<file path="config.mk">
export PLATFORM = sky130hd
export DESIGN_NAME = lsu_mem_exec
export DESIGN_NICKNAME = d
export VERILOG_FILES = /design/src/rtl/lsu_mem_exec.sv
export SDC_FILE = /design/constraint.sdc
export NUM_CORES = 1
export LEC_CHECK = 0
export ABC_AREA = 1
export BUFFER_PORTS_ARGS = -buffer_cell sky130_fd_sc_hd__buf_4
export CAP_MARGIN = 20
export CELL_PAD_IN_SITES_DETAIL_PLACEMENT = 0
export CELL_PAD_IN_SITES_GLOBAL_PLACEMENT = 2
export CORE_UTILIZATION = 31
export DETAILED_ROUTE_END_ITERATION = 7
export GPL_ROUTABILITY_DRIVEN = 1
export PLACE_DENSITY_LB_ADDON = 0.15
export SYNTH_ARGS = -nofsm -noshare
export SYNTH_HDL_FRONTEND = slang
export SYNTH_SLANG_ARGS = --single-unit
</file>
<file path="constraint.sdc">
create_clock -name clk -period 12.7 [get_ports clk]
set_input_delay 0.635 -clock clk [delete_from_list [all_inputs] [get_ports clk]]
set_output_delay 0.635 -clock clk [all_outputs]
set_load 0.005 [all_outputs]
</file>
<file path="src/rtl/lsu_mem_exec.sv">
// Load/store execution stage: sizes and aligns one issued memory op, runs the
// data-memory handshake, and broadcasts load results on the CDB.
// state | meaning
// IDLE  | waiting for an issued op from the queue head
// MEM   | memory request outstanding, timeout timer running
// WB    | load result requesting the CDB
// ERR   | one-cycle error report (misaligned, illegal funct3, timeout)
module lsu_mem_exec #(
    parameter int TAG_WIDTH   = 6,
    parameter int MEM_TIMEOUT = 255
) (
    input  logic                 clk,
    input  logic                 rst,
    input  logic                 issue_valid,
    input  logic [31:0]          ex_address,
    input  logic [31:0]          ex_data,
    input  logic [TAG_WIDTH-1:0] rd_tag,
    input  logic                 rd_tag_valid,
    input  logic [2:0]           funct3,
    input  logic                 agu_ls,
    output logic                 ex_done,
    output logic                 mem_req,
    output logic                 mem_we,
    output logic [31:0]          mem_addr,
    output logic [31:0]          mem_wdata,
    output logic [3:0]           mem_be,
    input  logic                 mem_ready,
    input  logic [31:0]          mem_rdata,
    output logic                 cdb_req,
    input  logic                 cdb_grant,
    output logic [TAG_WIDTH-1:0] cdb_tag,
    output logic [31:0]          cdb_data,
    output logic                 lsu_err,
    output logic                 busy
);

    typedef enum logic [1:0] {S_IDLE, S_MEM, S_WB, S_ERR} state_t;

    state_t               state, state_nxt;
    logic [31:0]          addr_q, wdata_q, cdb_data_q, timer;
    logic [3:0]           be_q;
    logic [2:0]           f3_q;
    logic                 we_q, tag_valid_q;
    logic [TAG_WIDTH-1:0] tag_q;

    logic [1:0]  off;
    logic [3:0]  be_in;
    logic [31:0] wdata_in, shifted, load_fmt;
    logic        legal_in, accept, timeout;

    assign off    = ex_address[1:0];
    assign accept = (state == S_IDLE) && issue_valid;

    always_comb begin
        be_in    = 4'b1111;
        wdata_in = ex_data;
        case (funct3[1:0])
            2'b00: begin
                be_in    = 4'b0001 << off;
                wdata_in = {4{ex_data[7:0]}};
            end
            2'b01: begin
                be_in    = off[1] ? 4'b1100 : 4'b0011;
                wdata_in = {2{ex_data[15:0]}};
            end
            default: ;
        endcase
        if (!agu_ls)
            be_in = 4'b1111;

        if (agu_ls)
            legal_in = (funct3 == 3'b000) || (funct3 == 3'b001) || (funct3 == 3'b010);
        else
            legal_in = (funct3 == 3'b000) || (funct3 == 3'b001) || (funct3 == 3'b010) ||
                       (funct3 == 3'b100) || (funct3 == 3'b101);
        if ((funct3[1:0] == 2'b01) && off[0])
            legal_in = 1'b0;
        if ((funct3[1:0] == 2'b10) && (off != 2'b00))
            legal_in = 1'b0;
    end

    always_comb begin
        shifted  = mem_rdata >> {addr_q[1:0], 3'b000};
        load_fmt = mem_rdata;
        case (f3_q)
            3'b000:  load_fmt = {{24{shifted[7]}}, shifted[7:0]};
            3'b001:  load_fmt = {{16{shifted[15]}}, shifted[15:0]};
            3'b100:  load_fmt = {24'd0, shifted[7:0]};
            3'b101:  load_fmt = {16'd0, shifted[15:0]};
            default: load_fmt = mem_rdata;
        endcase
    end

    // MEM_TIMEOUT of 0 disables the timeout entirely
    assign timeout = (MEM_TIMEOUT != 0) && (timer == 32'd0) && !mem_ready;

    always_ff @(posedge clk or posedge rst) begin
        if (rst)
            state <= S_IDLE;
        else
            state <= state_nxt;
    end

    always_comb begin
        state_nxt = state;
        ex_done   = 1'b0;
        lsu_err   = 1'b0;
        case (state)
            S_IDLE: begin
                if (issue_valid)
                    state_nxt = legal_in ? S_MEM : S_ERR;
            end
            S_MEM: begin
                if (mem_ready) begin
                    if (!we_q && tag_valid_q) begin
                        state_nxt = S_WB;
                    end else begin
                        state_nxt = S_IDLE;
                        ex_done   = 1'b1;
                    end
                end else if (timeout) begin
                    state_nxt = S_ERR;
                end
            end
            S_WB: begin
                if (cdb_grant) begin
                    state_nxt = S_IDLE;
                    ex_done   = 1'b1;
                end
            end
            S_ERR: begin
                lsu_err = 1'b1;
                if (!we_q && tag_valid_q) begin
                    state_nxt = S_WB;
                end else begin
                    state_nxt = S_IDLE;
                    ex_done   = 1'b1;
                end
            end
            default: state_nxt = S_IDLE;
        endcase
    end

    always_ff @(posedge clk or posedge rst) begin
        if (rst) begin
            addr_q      <= '0;
            wdata_q     <= '0;
            be_q        <= '0;
            f3_q        <= '0;
            we_q        <= 1'b0;
            tag_q       <= '0;
            tag_valid_q <= 1'b0;
            cdb_data_q  <= '0;
            timer       <= '0;
        end else begin
            if (accept) begin
                addr_q      <= ex_address;
                wdata_q     <= wdata_in;
                be_q        <= be_in;
                f3_q        <= funct3;
                we_q        <= agu_ls;
                tag_q       <= rd_tag;
                tag_valid_q <= rd_tag_valid;
                cdb_data_q  <= '0;
                timer       <= 32'(MEM_TIMEOUT - 1);
            end else if (state == S_MEM) begin
                if (mem_ready)
                    cdb_data_q <= load_fmt;
                else if (timer != 32'd0)
                    timer <= timer - 32'd1;
            end
        end
    end

    assign mem_req   = (state == S_MEM);
    assign mem_we    = we_q;
    assign mem_addr  = {addr_q[31:2], 2'b00};
    assign mem_wdata = wdata_q;
    assign mem_be    = be_q;
    assign cdb_req   = (state == S_WB);
    assign cdb_tag   = tag_q;
    assign cdb_data  = cdb_data_q;
    assign busy      = (state != S_IDLE);

endmodule
</file>
==> results.toml, run 1 <==
[timing]
finalHoldViolCount = 0
setup_slack_ns = 9.76
holdWs_ns = 0.393
rsz0062_at_grt = "false"
relSlewSlack_pct = 32.1
fin_setup_tns_ns = 0
drv_slew = 0
worst_pin_slew_ns = 1.02
fin_crit_sh_pct = 23.1
finalCriticalPeriod_ns = 2.94
fmax_mhz = 340
setup_viol = 0
finalClockSkew_ns = 0.0125

[floorplanning]
num_io_pins = 224
start_util_pct = 31.7
die_h_um = 160
design.die.area_mm2 = 0.0256
die_x_um = 160
core_region_area_mm2 = 0.0244
rows = 57

[final_layout]
nets = 1332
final_layout_size_suffix_gt1_share_pct = 24.5
antennaDiodeCount = 0
area_growth_pct = 28.9
utilization_pct = 40.9

[cts]
cts_setup_buffers = 0
clk_latency_ns = 0.43
clock_path_buffers = 2
root_buffer = "clkbuf_16"
clk_transition_reported_paths_ns = 0.08
cts.sink_count = 145
cts_tree = "built"
cts_max_level = 4
cts_buffers = 17
cts_hold_buf = 0
cts_resized = 0

[hold_path]
min-delay-start = "ex_address[14]"
hold_depth = 3
worstHoldPathType = "in2reg"
min_to = "addr_q[14]"

[detailed_routing]
wire_per_inst_um = 15.4
wirelength_mm = 24.0
wl_met3_mm = 1.91
dr.pass1.iters = 5
drc = 0
wl_met1_mm = 11.2
ant_nets = 0
vias_per_cell = 4.47
met2WireLength_mm = 10.7
vias = 6957
drt_iter0_markers = 401
top_layer_used = "met4"

[power_and_ir_drop]
swShare_pct = 38.6
finalPower_mw = 2.04
power_switching_mw = 0.788
ir_drop_mv = 0.0794
powerDensity_mw_per_mm2 = 205
leakage_nw = 5.34
combPwrFrac_pct = 38.1
p_int_mw = 1.26
pwr-share-seq_pct = 36.3
clkPwrFrac_pct = 25.5

[worst_setup_path]
endpoint_kind = "flip-flop"
rr_startpoint = "state[0]"
required_ns = 13.01
r2r_end = "mem_be[1]"
cp.arrival_ns = 3.25
critical_path.max_fanout = 82
reg2reg_setup_slack_ns = 9.76
reg2reg_depth = 8
start_kind = "flip-flop"
path_class = "reg2reg"

[yosys]
netlist_instances = 1046
postSynthAreaPerCell_um2 = 7.40
synthTopCellsByArea = "dfrtp_1, nand2_1, nor2_1"
seq_area_frac_synth_pct = 46.9
syn_area_mm2 = 0.00774
synth-edff-count = 0
async_flop_share_pct = 100
yosysTopAreaCell = "dfrtp_1"
synth_cell_type_count = 37
yosysWarnings = 0
synth_top_area_share_pct = 46.9
ys.flop_type = "dfrtp_1"
ys_seq_elements = 145

[placed_design]
detailed_place_hpwl_mm = 17.0
io_buffers = 221
gp_congestion = 0.765
dp_slack_ns = 9.64

[global_routing]
overflow = 0
grt_use_total_pct = 19.3
antenna_found_initial = 0
grt_max_degree = 98
grt_pass1_vias = 6859
grt_pass1_wl_mm = 38.6

[run_status]
status = "finished clean"

[flow_run]
drv_cap = 0
## layout by cell type (no fill, tap or decap), types with 7 or more instances in the layout
cell | synthesis | routed
nor2_1 | 154 | 154
nand4_1 | 7 | 7
o21bai_1 | 7 | 7
o21ai_0 | 31 | 31
buf_4 | 33 | 224
nand2_1 | 377 | 376
nand3_1 | 31 | 31
o21ai_2 | 16 | 16
nor3_1 | 7 | 7
o21ai_1 | 7 | 7
inv_1 | 82 | 80
a31oi_1 | 16 | 16
clkbuf_16 | 0 | 17
a21oi_1 | 42 | 42
dfrtp_1 | 145 | 145
o221ai_1 | 7 | 7
## cell type report
type                    instances  area (um2)
flip-flops and latches        145        3630
clock inverters                14         166
clock buffers                  18         439
well taps                     324         405
repair buffers                224        1680
multi-input cells             743        3320
inverters                      88         335
fillers                      2615       14400
## cell usage after synthesis (5+ instances only)
master    instances
dfrtp_1         145
buf_4            33
a31oi_1          16
clkbuf_1         14
o22ai_1           5
nor2_1          154
o21ai_1           7
o221ai_1          7
inv_2             5
inv_1            82
o21ai_0          31
a21oi_1          42
nand4_1           7
o21bai_1          7
nor3_1            7
o21ai_2          16
nor2_2            5
nand2_2           6
buf_2            18
nand2_1         377
nand3_1          31
o31ai_1           6
## kinds of logic (layout without fill, tap and decap cells)
family,after synthesis,count (layout),share of synthesized area [%]
AO/OA/AOI/OAI,139,139,10.9
other,1,2,0.0485
AND/OR/NAND/NOR,599,599,31.4
adder cells (fa/ha/maj),1,1,0.162
buffers and inverters,159,344,10.3
flip-flops,145,145,46.9
XOR/XNOR,2,2,0.226
## sequential cells by signal (all words and copies together), names as in the netlist
signal	cells
cdb_tag	6
state	2
addr_q	32
mem_be	4
mem_we	1
mem_wdata	32
tag_valid_q	1
f3_q	3
timer	32
cdb_data	32
## power groups by stage
stage,logic [mW],clock network [mW],registers (mW)
5_1_grt,0.882,0.555,0.764
3_5_place_dp,0.801,0,0.746
4_1_cts,0.799,0.539,0.744
6_report,0.780,0.522,0.742
2_1_floorplan,0.511,0,0.715
3_3_place_gp,0.796,0,0.749
## worst max-delay path, cell delays in order, from the launching register on
cell and delay (ns):
dfrtp_1 0.43, nor2_2 0.23, nand2_4 0.32, buf_4 0.44, inv_2 0.12, buf_4 0.67
nand3_1 0.28, a21oi_1 0.20, nor2_1 0.05
## worst max path at each step
| stage | start | end | depth (start not counted) |
|---|---|---|---|
| 2_1_floorplan | rst | addr_q[0] | 1 |
| 3_3_place_gp | issue_valid | mem_be[2] | 8 |
| 3_5_place_dp | issue_valid | mem_be[1] | 8 |
| 4_1_cts | state[0] | mem_be[1] | 8 |
| 5_1_grt | state[0] | mem_be[3] | 8 |
| 6_report | state[0] | mem_be[1] | 8 |
## routing by layer
metal | vias to the layer above | global-route usage [%]
met5 | - | 0
met4 | 0 | 4.07
met3 | 11 | 7.09
met2 | 168 | 29.4
met1 | 3175 | 26.0
li1 | 3603 | -
## metrics by stage
stage	instance area, um2	cells
after CTS	9980	1556
final	9980	1556
after detailed placement	9370	1524
after floorplan	7740	1047
after global routing	9980	1556
after global placement	9370	1524
No activity file was read; power rests on OpenSTA's default activity.
==> run 2: changes to the inputs <==
Settings changed: ABC_AREA 1 to 0, CORE_UTILIZATION 31 to 30.
Clock period 12.7 ns to 2.86 ns, I/O delays scaled along.
==> run 2 against run 1 <==
Against the previous run: clock power increased to 4.2 times the previous value; non-clock buffer count increased by 70; worst setup slack got worse by 9.4 ns; via count decreased by 9.4%; wire length decreased by 11%; first-iteration DRC count decreased by 36%; maximum frequency increased by 19%; design area increased by 0.99%; global-route usage decreased by 1.0 points; synthesized cell count decreased by 25%; sequential cell count unchanged; critical endpoint is now timer[23]; highest routed layer unchanged.
==> results.toml, run 2 <==
[global_routing]
grt_use_total_pct = 18.3
grt_max_degree = 73
overflow = 0
grt_pass1_vias = 6364
grt_pass1_wl_mm = 34.6
antenna_found_initial = 0

[yosys]
postSynthAreaPerCell_um2 = 9.06
yosysMostFrequentCell = "nand2_1"
synth_top_family_by_area = "simple AND/OR/NAND/NOR gates"
synthTopCellsByArea = "dfrtp_1, nand2_1, mux2i_1"
synth_simple_gate_area_share_pct = 21.6
synth-edff-count = 0
netlist_instances = 786
ys.flop_type = "dfrtp_1"
synth_top_area_share_pct = 51.0
synth.area.mux_share_pct = 5.68
synth_cell_type_count = 55
yosysWarnings = 0
syn_area_mm2 = 0.00712
async_flop_share_pct = 100
seq_area_frac_synth_pct = 51.0
ys_seq_elements = 145
synth_fa_ha_area_share_pct = 0.176
synth_compound_area_share_pct = 15.0
yosysTopAreaCell = "dfrtp_1"
synthXorXnorAreaFrac_pct = 0.123
netlist_top_cells_count = "nand2_1, dfrtp_1, o21ai_0, a21oi_1"

[cts]
clk_latency_ns = 0.42
clock_path_buffers = 2
cts.sink_count = 145
cts_max_level = 4
cts_hold_buf = 60
cts_buffers = 17
cts_setup_buffers = 0
root_buffer = "clkbuf_16"
clk_transition_reported_paths_ns = 0.07
cts_tree = "built"
cts_resized = 0

[power_and_ir_drop]
leakage_nw = 4.86
powerDensity_mw_per_mm2 = 887
ir_drop_mv = 0.356

[detailed_routing]
wire_per_inst_um = 15.8
vias = 6305
wirelength_mm = 21.4
vias_per_cell = 4.66
dr.pass1.iters = 7
ant_nets = 0
drt_iter0_markers = 258
drc = 0

[worst_setup_path]
r2r_end = "timer[23]"
required_ns = 3.14
start_kind = "flip-flop"
reg2reg_setup_slack_ns = 0.39
path_class = "reg2reg"
critPathMaxStageDelay_ns = 0.67
reg2reg_depth = 5
critical_path.max_fanout = 10
cp.arrival_ns = 2.75
crit_slowest_cell = "or4_1"
rr_startpoint = "timer[25]"
endpoint_kind = "flip-flop"
path_cells = "or4_1 > or4_4 > o311ai_4 > or3_1 > a21oi_1"

[floorplanning]
design.die.area_mm2 = 0.0244
rows = 56
start_util_pct = 30.4
core_region_area_mm2 = 0.0234
num_io_pins = 224
die_h_um = 156
die_x_um = 156

[timing]
setup_viol = 0
drv_slew = 0
finalHoldViolCount = 0
fmax_mhz = 406
fin_crit_sh_pct = 86.2
relSlewSlack_pct = 56.0
finalClockSkew_ns = 0.0116
rsz0062_at_grt = "false"
fin_setup_tns_ns = 0
worst_pin_slew_ns = 0.659
finalCriticalPeriod_ns = 2.47

[hold_path]
min_to = "mem_wdata[20]"
worstHoldPathType = "in2reg"
min-delay-start = "ex_data[20]"
hold_depth = 3

[final_layout]
nets = 1136
fin_cells = 1354
final_common_cell = "buf_4"
final_cell_mix = "buf_4, nand2_1, dfrtp_1"
final_layout_size_suffix_gt1_share_pct = 27.1
area_growth_pct = 41.5
antennaDiodeCount = 0

[run_status]
status = "finished clean"

[placed_design]
detailed_place_hpwl_mm = 14.7
io_buffers = 221
gp_congestion = 0.708
dp.cells = 1263

[flow_run]
drv_cap = 0
==> run 2: final cells by class <==
| type | instances | area (um2) |
|---|---|---|
| clock buffers | 19 | 433 |
| clock inverters | 12 | 136 |
| fillers | 2390 | 13300 |
| inverters | 11 | 45.0 |
| multi-input cells | 554 | 3050 |
| flip-flops and latches | 145 | 3630 |
| well taps | 319 | 399 |
| repair buffers | 294 | 2380 |
==> run 2: power breakdown <==
group | switching, mW | internal [mW] | leakage [nW] | total (mW)
combinational | 1.76 | 1.70 | 2.77 | 3.46
sequential | 0.472 | 2.80 | 1.84 | 3.27
clock | 0.914 | 1.28 | 0.258 | 2.20
total | 3.15 | 5.78 | 4.86 | 8.93
==> run 2: kinds of logic after synthesis <==
group | count (synthesis)
AO/OA/AOI/OAI | 175
XOR/XNOR | 1
adder cells (fa/ha/maj) | 1
buffers and inverters | 88
flip-flops | 145
multiplexers | 39
other | 1
AND/OR/NAND/NOR | 336
==> run 2: critical path, delay by kind of cell (launching register included) <==
family | cells | cell delay, ns
AND/OR/NAND/NOR | 3 | 1.36
AO/OA/AOI/OAI | 2 | 0.55
flip-flops | 1 | 0.42
==> run 2: metrics by stage <==
stage	power, mW	util, %	hold WS (ns)	worst slack, ns	area (um2)
finish	8.93	43.1	0.0159	0.395	10100
global placement	6.76	38.1	0.278	0.422	8910
global route	9.65	43.1	0.0135	0.233	10100
floorplan	5.15	-	0.235	0.620	7130
CTS	9.08	43.1	0.000697	0.378	10100
detailed placement	6.77	38.1	0.277	0.401	8910
==> run 2: layer usage <==
| layer | vias up | track usage, % | wire length (um) |
|---|---|---|---|
| met1 | 2982 | 24.4 | 9860 |
| li1 | 3140 | - | - |
| met3 | 13 | 6.22 | 1660 |
| met5 | - | 0 | 0 |
| met4 | 0 | 4.76 | 206 |
| met2 | 170 | 28.0 | 9660 |
==> run 2: worst max path at each step <==
stage | slack, ns | depth (start not counted) | to | from
finish | 0.39 | 5 | timer[23] | timer[25]
global route | 0.23 | 5 | timer[23] | timer[25]
CTS | 0.38 | 5 | timer[21] | timer[25]
detailed placement | 0.40 | 5 | timer[21] | timer[25]
global placement | 0.42 | 5 | timer[21] | timer[25]
floorplan | 0.62 | 6 | timer[17] | timer[25]
